`config.mk`:
```
export PLATFORM = sky130hd
export DESIGN_NAME = reg_wb_arbiter
export DESIGN_NICKNAME = d
export VERILOG_FILES = /design/src/rtl/cpu_pkg.sv /design/src/rtl/wb_fifo.sv /design/src/rtl/reg_wb_arbiter.sv
export SDC_FILE = /design/constraint.sdc
export NUM_CORES = 1
export LEC_CHECK = 0
export BUFFER_PORTS_ARGS = -buffer_cell sky130_fd_sc_hd__buf_2
export CAP_MARGIN = 20
export CORE_MARGIN = 3
export CORE_UTILIZATION = 54
export DETAILED_ROUTE_END_ITERATION = 7
export PLACE_DENSITY_LB_ADDON = 0.12
export SETUP_SLACK_MARGIN = 0.1
export SLEW_MARGIN = 20
export SYNTH_ARGS = -nofsm -noshare
export SYNTH_HDL_FRONTEND = slang
export SYNTH_SLANG_ARGS = --single-unit
```
`constraint.sdc`:
```
create_clock -name Clk -period 2.2 [get_ports Clk]
set_input_delay 0 -clock Clk [delete_from_list [all_inputs] [get_ports Clk]]
set_output_delay 0 -clock Clk [all_outputs]
set_load 0.005 [all_outputs]
```
`src/rtl/cpu_pkg.sv`:
```
// Shared definitions for the register-file write path.
//
// Contents:
//   REG_W, DATA_W, NUM_REGS : register-file geometry (5-bit address, 32-bit data, 32 regs)
//   wb_entry_t              : one buffered multi-cycle result {dest, data, live}
//   regOneHot()             : decode a register address into a NUM_REGS-wide one-hot mask
package cpu_pkg;

    localparam int REG_W    = 5;
    localparam int DATA_W   = 32;
    localparam int NUM_REGS = 32;

    // A buffered result. 'live' drops when a younger pipeline write to the
    // same register makes this result obsolete; the entry still occupies its
    // slot until it reaches the head and is popped without writing.
    typedef struct packed {
        logic [REG_W-1:0]  dest;
        logic [DATA_W-1:0] data;
        logic              live;
    } wb_entry_t;

    function automatic logic [NUM_REGS-1:0] regOneHot(input logic [REG_W-1:0] r);
        logic [NUM_REGS-1:0] v;
        v    = '0;
        v[r] = 1'b1;
        return v;
    endfunction

endpackage

```
`src/rtl/wb_fifo.sv`:
```
// Circular buffer for multi-cycle unit results waiting for the register-file
// write port.
//
// Ports:
//   clk_i, rst_ni   : clock, asynchronous active-low reset
//   push_i          : write pushEntry_i at the tail (ignored when full)
//   pushEntry_i     : entry to store
//   pop_i           : retire the head entry (ignored when empty)
//   killEn_i        : mark every live entry whose dest equals killReg_i as dead
//   killReg_i       : register being overwritten by a younger pipeline result
//   head_o          : current head entry (meaningful only when !empty_o)
//   empty_o, full_o : occupancy flags, derived from registered pointers only
//   pendMask_o      : OR of one-hot dest decodes of all live entries, bit 0 forced low
module wb_fifo
    import cpu_pkg::*;
#(
    parameter int DEPTH = 2
) (
    input  logic                 clk_i,
    input  logic                 rst_ni,
    input  logic                 push_i,
    input  wb_entry_t            pushEntry_i,
    input  logic                 pop_i,
    input  logic                 killEn_i,
    input  logic [REG_W-1:0]     killReg_i,
    output wb_entry_t            head_o,
    output logic                 empty_o,
    output logic                 full_o,
    output logic [NUM_REGS-1:0]  pendMask_o
);

    localparam int PTR_W = (DEPTH > 1) ? $clog2(DEPTH) : 1;

    // Pointers carry one extra wrap bit so full and empty are distinguishable
    // when the index bits match.
    logic [PTR_W:0]   wrPtr_q;
    logic [PTR_W:0]   rdPtr_q;
    logic [PTR_W-1:0] wrIdx;
    logic [PTR_W-1:0] rdIdx;
    wb_entry_t        mem_q [DEPTH];

    assign wrIdx   = wrPtr_q[PTR_W-1:0];
    assign rdIdx   = rdPtr_q[PTR_W-1:0];
    assign empty_o = (wrPtr_q == rdPtr_q);
    assign full_o  = (wrPtr_q[PTR_W] != rdPtr_q[PTR_W]) && (wrIdx == rdIdx);
    assign head_o  = mem_q[rdIdx];

    // Kill is applied to resident entries before the push is written, so an
    // entry arriving in the same cycle as a matching pipeline write stays live
    // (it is the younger result). Popped slots are cleared so the pending mask
    // only ever reflects occupied, live entries.
    always_ff @(posedge clk_i or negedge rst_ni) begin
        if (!rst_ni) begin
            wrPtr_q <= '0;
            rdPtr_q <= '0;
            for (int i = 0; i < DEPTH; i++) begin
                mem_q[i] <= '0;
            end
        end else begin
            for (int i = 0; i < DEPTH; i++) begin
                if (killEn_i && mem_q[i].live && (mem_q[i].dest == killReg_i)) begin
                    mem_q[i].live <= 1'b0;
                end
            end
            if (pop_i && !empty_o) begin
                mem_q[rdIdx].live <= 1'b0;
                rdPtr_q           <= rdPtr_q + 1'b1;
            end
            if (push_i && !full_o) begin
                mem_q[wrIdx] <= pushEntry_i;
                wrPtr_q      <= wrPtr_q + 1'b1;
            end
        end
    end

    always_comb begin
        pendMask_o = '0;
        for (int i = 0; i < DEPTH; i++) begin
            if (mem_q[i].live) begin
                pendMask_o = pendMask_o | regOneHot(mem_q[i].dest);
            end
        end
        pendMask_o[0] = 1'b0;
    end

endmodule

```
`src/rtl/reg_wb_arbiter.sv`:
```
// Write-side front end of the 32x32 register file. Owns the single write port
// and merges the in-order pipeline write-back (no backpressure, always wins)
// with a buffered multi-cycle result stream.
//
// Ports:
//   Clk, Rst_n                    : clock, asynchronous active-low reset
//   PipeWrite, PipeReg, PipeData  : pipeline write-back request
//   MulValid, MulReg, MulData     : multi-cycle result offer
//   MulReady                      : buffer can accept (not full), from state only
//   RegWrite, WriteReg, WriteData : registered write port to the register file
//   PendingMask                   : registers targeted by live buffered results
//   StallReq                      : ask the pipeline to hold off write-back
module reg_wb_arbiter
    import cpu_pkg::*;
#(
    parameter int DEPTH        = 2,
    parameter int STARVE_LIMIT = 4
) (
    input  logic                Clk,
    input  logic                Rst_n,
    input  logic                PipeWrite,
    input  logic [REG_W-1:0]    PipeReg,
    input  logic [DATA_W-1:0]   PipeData,
    input  logic                MulValid,
    input  logic [REG_W-1:0]    MulReg,
    input  logic [DATA_W-1:0]   MulData,
    output logic                MulReady,
    output logic                RegWrite,
    output logic [REG_W-1:0]    WriteReg,
    output logic [DATA_W-1:0]   WriteData,
    output logic [NUM_REGS-1:0] PendingMask,
    output logic                StallReq
);

    localparam int                CNT_W      = $clog2(STARVE_LIMIT + 1);
    localparam logic [CNT_W-1:0]  STARVE_MAX = CNT_W'(STARVE_LIMIT);

    logic                pipeIssue;
    logic                mulAccept;
    logic                fifoPush;
    logic                fifoPop;
    logic                fifoEmpty;
    logic                fifoFull;
    wb_entry_t           pushEntry;
    wb_entry_t           headEntry;
    logic [NUM_REGS-1:0] pendMask;

    logic                regWrite_q,  regWrite_d;
    logic [REG_W-1:0]    writeReg_q,  writeReg_d;
    logic [DATA_W-1:0]   writeData_q, writeData_d;
    logic [CNT_W-1:0]    starveCnt_q, starveCnt_d;
    logic                stallReq_q,  stallReq_d;

    // A pipeline write to r0 is a no-op and must not steal the port from the
    // buffer. A handshake to r0 is accepted but never stored.
    assign MulReady  = !fifoFull;
    assign pipeIssue = PipeWrite && (PipeReg != '0);
    assign mulAccept = MulValid && MulReady;
    assign fifoPush  = mulAccept && (MulReg != '0);
    assign fifoPop   = !pipeIssue && !fifoEmpty;
    assign pushEntry = '{dest: MulReg, data: MulData, live: 1'b1};

    wb_fifo #(
        .DEPTH (DEPTH)
    ) u_fifo (
        .clk_i       (Clk),
        .rst_ni      (Rst_n),
        .push_i      (fifoPush),
        .pushEntry_i (pushEntry),
        .pop_i       (fifoPop),
        .killEn_i    (pipeIssue),
        .killReg_i   (PipeReg),
        .head_o      (headEntry),
        .empty_o     (fifoEmpty),
        .full_o      (fifoFull),
        .pendMask_o  (pendMask)
    );

    // Issue selection. When nothing is written (idle, or a dead head is
    // discarded) the address and data registers keep their last values.
    // The starve counter only grows while the head waits behind a pipeline
    // write: non-empty and not popping implies the pipeline issued.
    always_comb begin
        regWrite_d  = 1'b0;
        writeReg_d  = writeReg_q;
        writeData_d = writeData_q;
        if (pipeIssue) begin
            regWrite_d  = 1'b1;
            writeReg_d  = PipeReg;
            writeData_d = PipeData;
        end else if (fifoPop && headEntry.live) begin
            regWrite_d  = 1'b1;
            writeReg_d  = headEntry.dest;
            writeData_d = headEntry.data;
        end

        starveCnt_d = starveCnt_q;
        if (fifoEmpty || fifoPop) begin
            starveCnt_d = '0;
        end else if (starveCnt_q != STARVE_MAX) begin
            starveCnt_d = starveCnt_q + 1'b1;
        end
        stallReq_d = (starveCnt_d >= STARVE_MAX);
    end

    always_ff @(posedge Clk or negedge Rst_n) begin
        if (!Rst_n) begin
            regWrite_q  <= 1'b0;
            writeReg_q  <= '0;
            writeData_q <= '0;
            starveCnt_q <= '0;
            stallReq_q  <= 1'b0;
        end else begin
            regWrite_q  <= regWrite_d;
            writeReg_q  <= writeReg_d;
            writeData_q <= writeData_d;
            starveCnt_q <= starveCnt_d;
            stallReq_q  <= stallReq_d;
        end
    end

    assign RegWrite    = regWrite_q;
    assign WriteReg    = writeReg_q;
    assign WriteData   = writeData_q;
    assign StallReq    = stallReq_q;
    assign PendingMask = pendMask;

endmodule
```
# ---- Word-level counts from Yosys, hierarchy flattened
# Index checks and enable logic that the tools add are counted.
dict set report totals {
  regBits 122
  latch_bits 0
  ram_bits 0
  rom_bits 0
  input_bits 78
  output_inout_bits 72
  word_cells 84
  mem_count 0
}
dict set report classes {
  addsub 3
  mul 0
  div 0
  n_lt_le_gt_ge 9
  n_eq_ne 6
  shift 0
  n_mux 27
  bitwise_logic 3
  n_reduce_logical 23
}
# operator n
set ops {}
lappend ops {{bitwise mux 76 bit} 2}
lappend ops {{two-way mux 38 bit} 4}
lappend ops {{two-way mux 76 bit} 2}
lappend ops {{two-way mux 32 bit} 4}
lappend ops {{demux 38 bit (select 1 bit)} 2}
lappend ops {{OR 32 bit} 1}
lappend ops {{logical AND 1 bit} 16}
lappend ops {{less-than comparator 5 x 6 -> 1 bit, second input constant} 2}
lappend ops {{demux 1 bit (select 5 bit)} 2}
lappend ops {{== test 5 bit} 2}
lappend ops {{greater-or-equal comparator 5 x 1 -> 1 bit, second input constant} 2}
lappend ops {{two-way mux 5 bit} 2}
lappend ops {{nonzero test 5 bit} 2}
lappend ops {{two-way mux 1 bit} 7}
lappend ops {{two-way mux 3 bit} 2}
lappend ops {{adder 2 x 1 -> 2 bit, second input constant} 2}
lappend ops {{greater-or-equal comparator 2 bit, second input constant} 2}
lappend ops {{less-than comparator 2 x 1 -> 1 bit, second input constant} 2}
lappend ops {{NOT 1 -> 2 bit} 2}
lappend ops {{adder 3 x 1 -> 3 bit, second input constant} 1}
lappend ops {{greater-or-equal comparator 3 bit, second input constant} 1}
lappend ops {{logical NOT 1 bit} 3}
lappend ops {{inequality test 3 bit, second input constant} 1}
lappend ops {{== test 2 bit} 1}
lappend ops {{4 further kinds} 4}

# ---- Logic depth before layout (Yosys ltp)
dict set report depth {
  depth_word 9
  depth_mapped 7
  depth_no_buf 5
}

# ---- Modules after synthesis
# From an unflattened synthesis, not the netlist that was laid out.
dict set report unflattened {
  cells_unflattened 466
  area_unflattened_um2 6137.1
}
# mod n_inst cells_per_inst area_each_um2 seq_area_each_um2
set modules_own_cells {}
lappend modules_own_cells {wb_fifo 1 318 4090.2 2001.9}
lappend modules_own_cells {reg_wb_arbiter 1 148 2047.0 1026.0}

# ---- Least setup slack after synthesis
# OpenSTA, ideal clock, no wires.
dict set report synth_timing {
  path_type {flip-flop to flip-flop}
  startpoint {reg u_fifo.rdPtr_q[0]}
  endpoint {reg writeData_q[16] (netlist: WriteData[16])}
  setup_ns 0.125
  t_arrival_ns 1.698
  required_ns 2.075
  path_slack_ns 0.377
  path_stages_with_launch 6
  n_path_buf 2
  synth_period_minus_slack_ns 1.823
  path_cell_list {dfrtp_1 buf_2 buf_1 mux2_2 mux2_2 mux2_4}
}
dict set report synth_via {
  elab_chain_len 6
  word_cells_on_any_way 11
  classes_between {1 x eq/ne; 5 x mux; 1 x bitwise; 4 x reduce/logical}
}
# element line
set synth_rtl {}
lappend synth_rtl {{start: declaration} wb_fifo.sv:37} ;# logic [PTR_W:0] rdPtr_q;
lappend synth_rtl {{start signal: assignment} wb_fifo.sv:67} ;# rdPtr_q <= rdPtr_q + 1'b1;
lappend synth_rtl {{NOT 1 -> 2 bit (not written as such)} wb_fifo.sv:46} ;# assign head_o = mem_q[rdIdx];
lappend synth_rtl {{two-way mux 38 bit (not written as such) (3 in a row)} wb_fifo.sv:46}
lappend synth_rtl {{two-way mux 32 bit / logical AND 1 bit (equally long branches)} reg_wb_arbiter.sv:91} ;# end else if (fifoPop && headEntry.live) begin
lappend synth_rtl {{two-way mux 32 bit / nonzero test 2 bit (equally long branches)} n/a}
lappend synth_rtl {{end signal: assignment} reg_wb_arbiter.sv:116} ;# writeData_q <= writeData_d;
lappend synth_rtl {{end: declaration} reg_wb_arbiter.sv:50} ;# logic [DATA_W-1:0] writeData_q, writeData_d;
# Several ways; a longest one is shown, not always the timed one. The select of a mux whose other input is x is not followed.
# A chain may end at the register's enable or synchronous reset.

# ---- Worst setup path after layout
dict set report layout_timing {
  startpoint {in MulReg[0]}
  endpoint {reg u_fifo.mem_q[8] (netlist bit)}
}
dict set report layout_via {
  elab_chain_len 4
}
# element line
set layout_rtl {}
lappend layout_rtl {{start: declaration} reg_wb_arbiter.sv:25} ;# input logic [REG_W-1:0] MulReg,
lappend layout_rtl {{nonzero test 5 bit} reg_wb_arbiter.sv:59} ;# assign fifoPush = mulAccept && (MulReg != '0);
lappend layout_rtl {{logical AND 1 bit} reg_wb_arbiter.sv:59}
lappend layout_rtl {{logical AND 1 bit} wb_fifo.sv:69} ;# if (push_i && !full_o) begin
lappend layout_rtl {{two-way mux 76 bit} wb_fifo.sv:69}
lappend layout_rtl {{end signal: indexed assignment} wb_fifo.sv:70} ;# mem_q[wrIdx] <= pushEntry_i;
lappend layout_rtl {{end: declaration} wb_fifo.sv:40} ;# wb_entry_t mem_q [DEPTH];
# Every way passes these cells.

==> key figures <==
Yosys
  – Syn nets: 542
  – Post-synth top area share: 49.4%
  – Avg Inst Size Synth: 13.3 µm²
  – Synth unique cells: 35
  – Synth area leader: dfrtp_1
  – Ranking of synthesized cells by area: dfrtp_1 (49%), mux2_2 (28%), mux2_4 (4.7%), o22ai_1 (3.2%), xnor2_1 (1.4%)
  – Synth warn: 0
  – Gate Count Post-Synth: 462
  – Post-synthesis cell area: 6130 µm²
  – Yosys reg bits: 121
  – Sequential-to-total area share from yosys stat: 49.4%

Worst setup path
  – R2R Path Start: u_fifo.wrPtr_q[0]
  – Crit. Startpoint: MulReg[0]
  – CP Capture Point: u_fifo.mem_q[8]
  – R2R cell count: 5
  – Critical Path Source Type: input port
  – Required time of the critical path: 2500 ps
  – Worst path arrival time: 2250 ps
  – Critical path class: in -> reg
  – Capturing element type of the critical path: register
  – Reg2reg end: WriteData[28]
  – CP Max Fanout: 13
  – Flop2flop setup slack: 320 ps

GRT
  – Global route total overflow: 0
  – Pin count of the biggest net entering global routing: 53
  – Global-route wire length before repair: 24.3 mm
  – GRT Resource Usage Total: 24.4%
  – Number of global-route vias before repair: 4824
  – Antenna violations before repair: 0

Finish
  – Layout cells sized above 1: 55.1%
  – # diodes: 0
  – Commonest cells after routing, fill and taps aside: mux2_2 (154), buf_2 (147), dfrtp_1 (120)
  – Layout net count: 757
  – Area grow syn2layout: 36.8%
  – Fin util: 76.4%
  – Fillers: 689
  – Commonest non-fill, non-tap cell in the layout: mux2_2
  – Multi-input gate area: 2910 µm²
  – Storage cell area: 3030 µm²
  – Post-route cell area: 8390 µm²

Pwr
  – Leakage power: 0.00381 µW
  – Pwr Total: 12600 µW
  – Pwr/cell area: 1500 nW/µm²
  – IR drop worst, VDD: 913 µV

Clocking
  – CTS tree: yes
  – Total CTS buffers: 17
  – Root Driver: clkbuf_16
  – CTS Sinks: 121
  – Clk Latency, worst-skew pair: 420 ps
  – Clock slew at reported path FFs: 50 ps
  – Number of H-tree levels: 4
  – CTS max path bufs: 2

Drt
  – Post-Route WL: 15.1 mm
  – DRT iter0 DRCs: 203
  – Post-DRT Antenna Nets: 0
  – DR WL/cell: 18.2 µm
  – Routed vias: 4556
  – Routed vias/inst: 5.49
  – DRC: 0
  – Initial DRT Pass Iterations: 5

STA
  – Pins Over Slew Limit: 0
  – Measured slew at the worst slew-check pin: 656 ps
  – RSZ-0062 raised after global routing: false
  – Max Clock Freq: 513 MHz
  – Crit share post-route: 88.6%
  – Final Critical Period: 1950 ps
  – Skew final: 8.30 ps
  – Setup_tns: 0 ps
  – Slew margin rel.: 56.3%
  – Slack of the critical path: 250 ps
  – Endpoints failing setup: 0
  – Final Hold Fails: 0

Placement
  – PortBufs: 148
  – Place WS: 237 ps
  – RePlAce Congestion: 0.848
  – Post-DP HPWL: 9.50 mm
  – Placed cell area: 7040 µm²

Floorplanning
  – Initial core utilization: 55.8%
  – IO Count: 150
  – Die H: 113 µm
  – CORE AREA: 11000 µm²
  – Row cnt: 38
  – Chip width: 113 µm
  – Die ar.: 12700 µm²

Status
  – Run status: finished, final reports clean

Flow run
  – Max_cap viols: 0

Min path
  – Hold Crit Class: in -> reg
[registers in the layout, summed over array words and instances (netlist names)]
signal          flops
u_fifo.rdPtr_q      2
WriteReg            5
StallReq            1
u_fifo.wrPtr_q      2
u_fifo.mem_q       76
RegWrite            1
starveCnt_q         2
WriteData          32
[cells in the mapped netlist]
cell      number
or3_1          3
mux2_1         2
mux2_4        19
inv_1          3
o21ai_4        1
or2_2          1
a21oi_1        1
or4_1          1
nor2_1         9
xor2_1         8
or4_4          1
a31o_2         2
o21ai_0        6
o22ai_1       31
o21a_1         1
clkbuf_2       1
nand3_1        6
nor3_1         3
o221ai_2       1
mux2i_1        6
o21ai_2        1
conb_1         1
nand2_1       15
buf_1          1
nand4_1        2
or3b_2         5
xnor2_1       10
nand3b_1      10
dfrtp_1      121
ha_1           2
buf_2          7
buf_6          6
buf_4          3
clkbuf_1      18
mux2_2       154
[worst max-delay path, stage by stage]
cell           delay (ps)
dlygate4sd3_1         530
buf_2                 140
or4_1                 540
o221ai_2              190
or2_4                 240
buf_4                 240
mux2_2                360
[cell families after synthesis]
group	Yosys count	synth area share, %
adder cells (fa/ha/maj)	2	0.408
multiplexers	181	34.3
buffers and inverters	39	3.47
other	1	0.0611
AO/OA/AOI/OAI	44	4.79
flip-flops	121	49.4
XOR/XNOR	18	2.57
AND/OR/NAND/NOR	56	5.06
[worst min-delay path by stage]
stage / start / depth (start not counted) / end
after detailed placement: Rst_n / 1 / WriteReg[1]
after CTS: PipeReg[2] / 4 / WriteReg[2]
after global placement: Rst_n / 1 / WriteReg[1]
final: PipeReg[2] / 4 / WriteReg[2]
after floorplan: Rst_n / 0 / RegWrite
after global routing: PipeReg[3] / 4 / WriteReg[3]
[layer usage]
metal	part of all wire [%]	track usage [%]
met1	41	29.5
met2	52	42.5
met4	1.4	7.53
met5	0	0
met3	5.7	6.63
[through the flow]
| stage | hold WS, ps | cells |
|---|---|---|
| floorplan | -296 | 462 |
| detailed placement | 70.0 | 727 |
| global route | 40.3 | 830 |
| global placement | 67.2 | 727 |
| finish | 32.2 | 830 |
| CTS | 20.3 | 830 |
[power breakdown]
group / switching (µW) / internal, µW / total, µW
combinational: 2210 / 3170 / 5370
sequential: 831 / 3400 / 4230
clock: 987 / 1980 / 2960
total: 4020 / 8550 / 12600
[area by class of cell]
type	count	share of cell area, %
sequential	121	36.1
multi-input combinational	302	34.7
timing repair buffer	232	19.4
clock buffer	20	5.56
tap	140	2.09
clock inverter	12	2.04
inverter	3	0.134
[timing repair]
item,in CTS,in global routing
endpoints found under the setup margin,0,13
setup buffers,0,0
hold endpoints to repair,155,0
resized for setup,0,1
hold buffers,71,0
No activity file was read; power rests on OpenSTA's default activity.
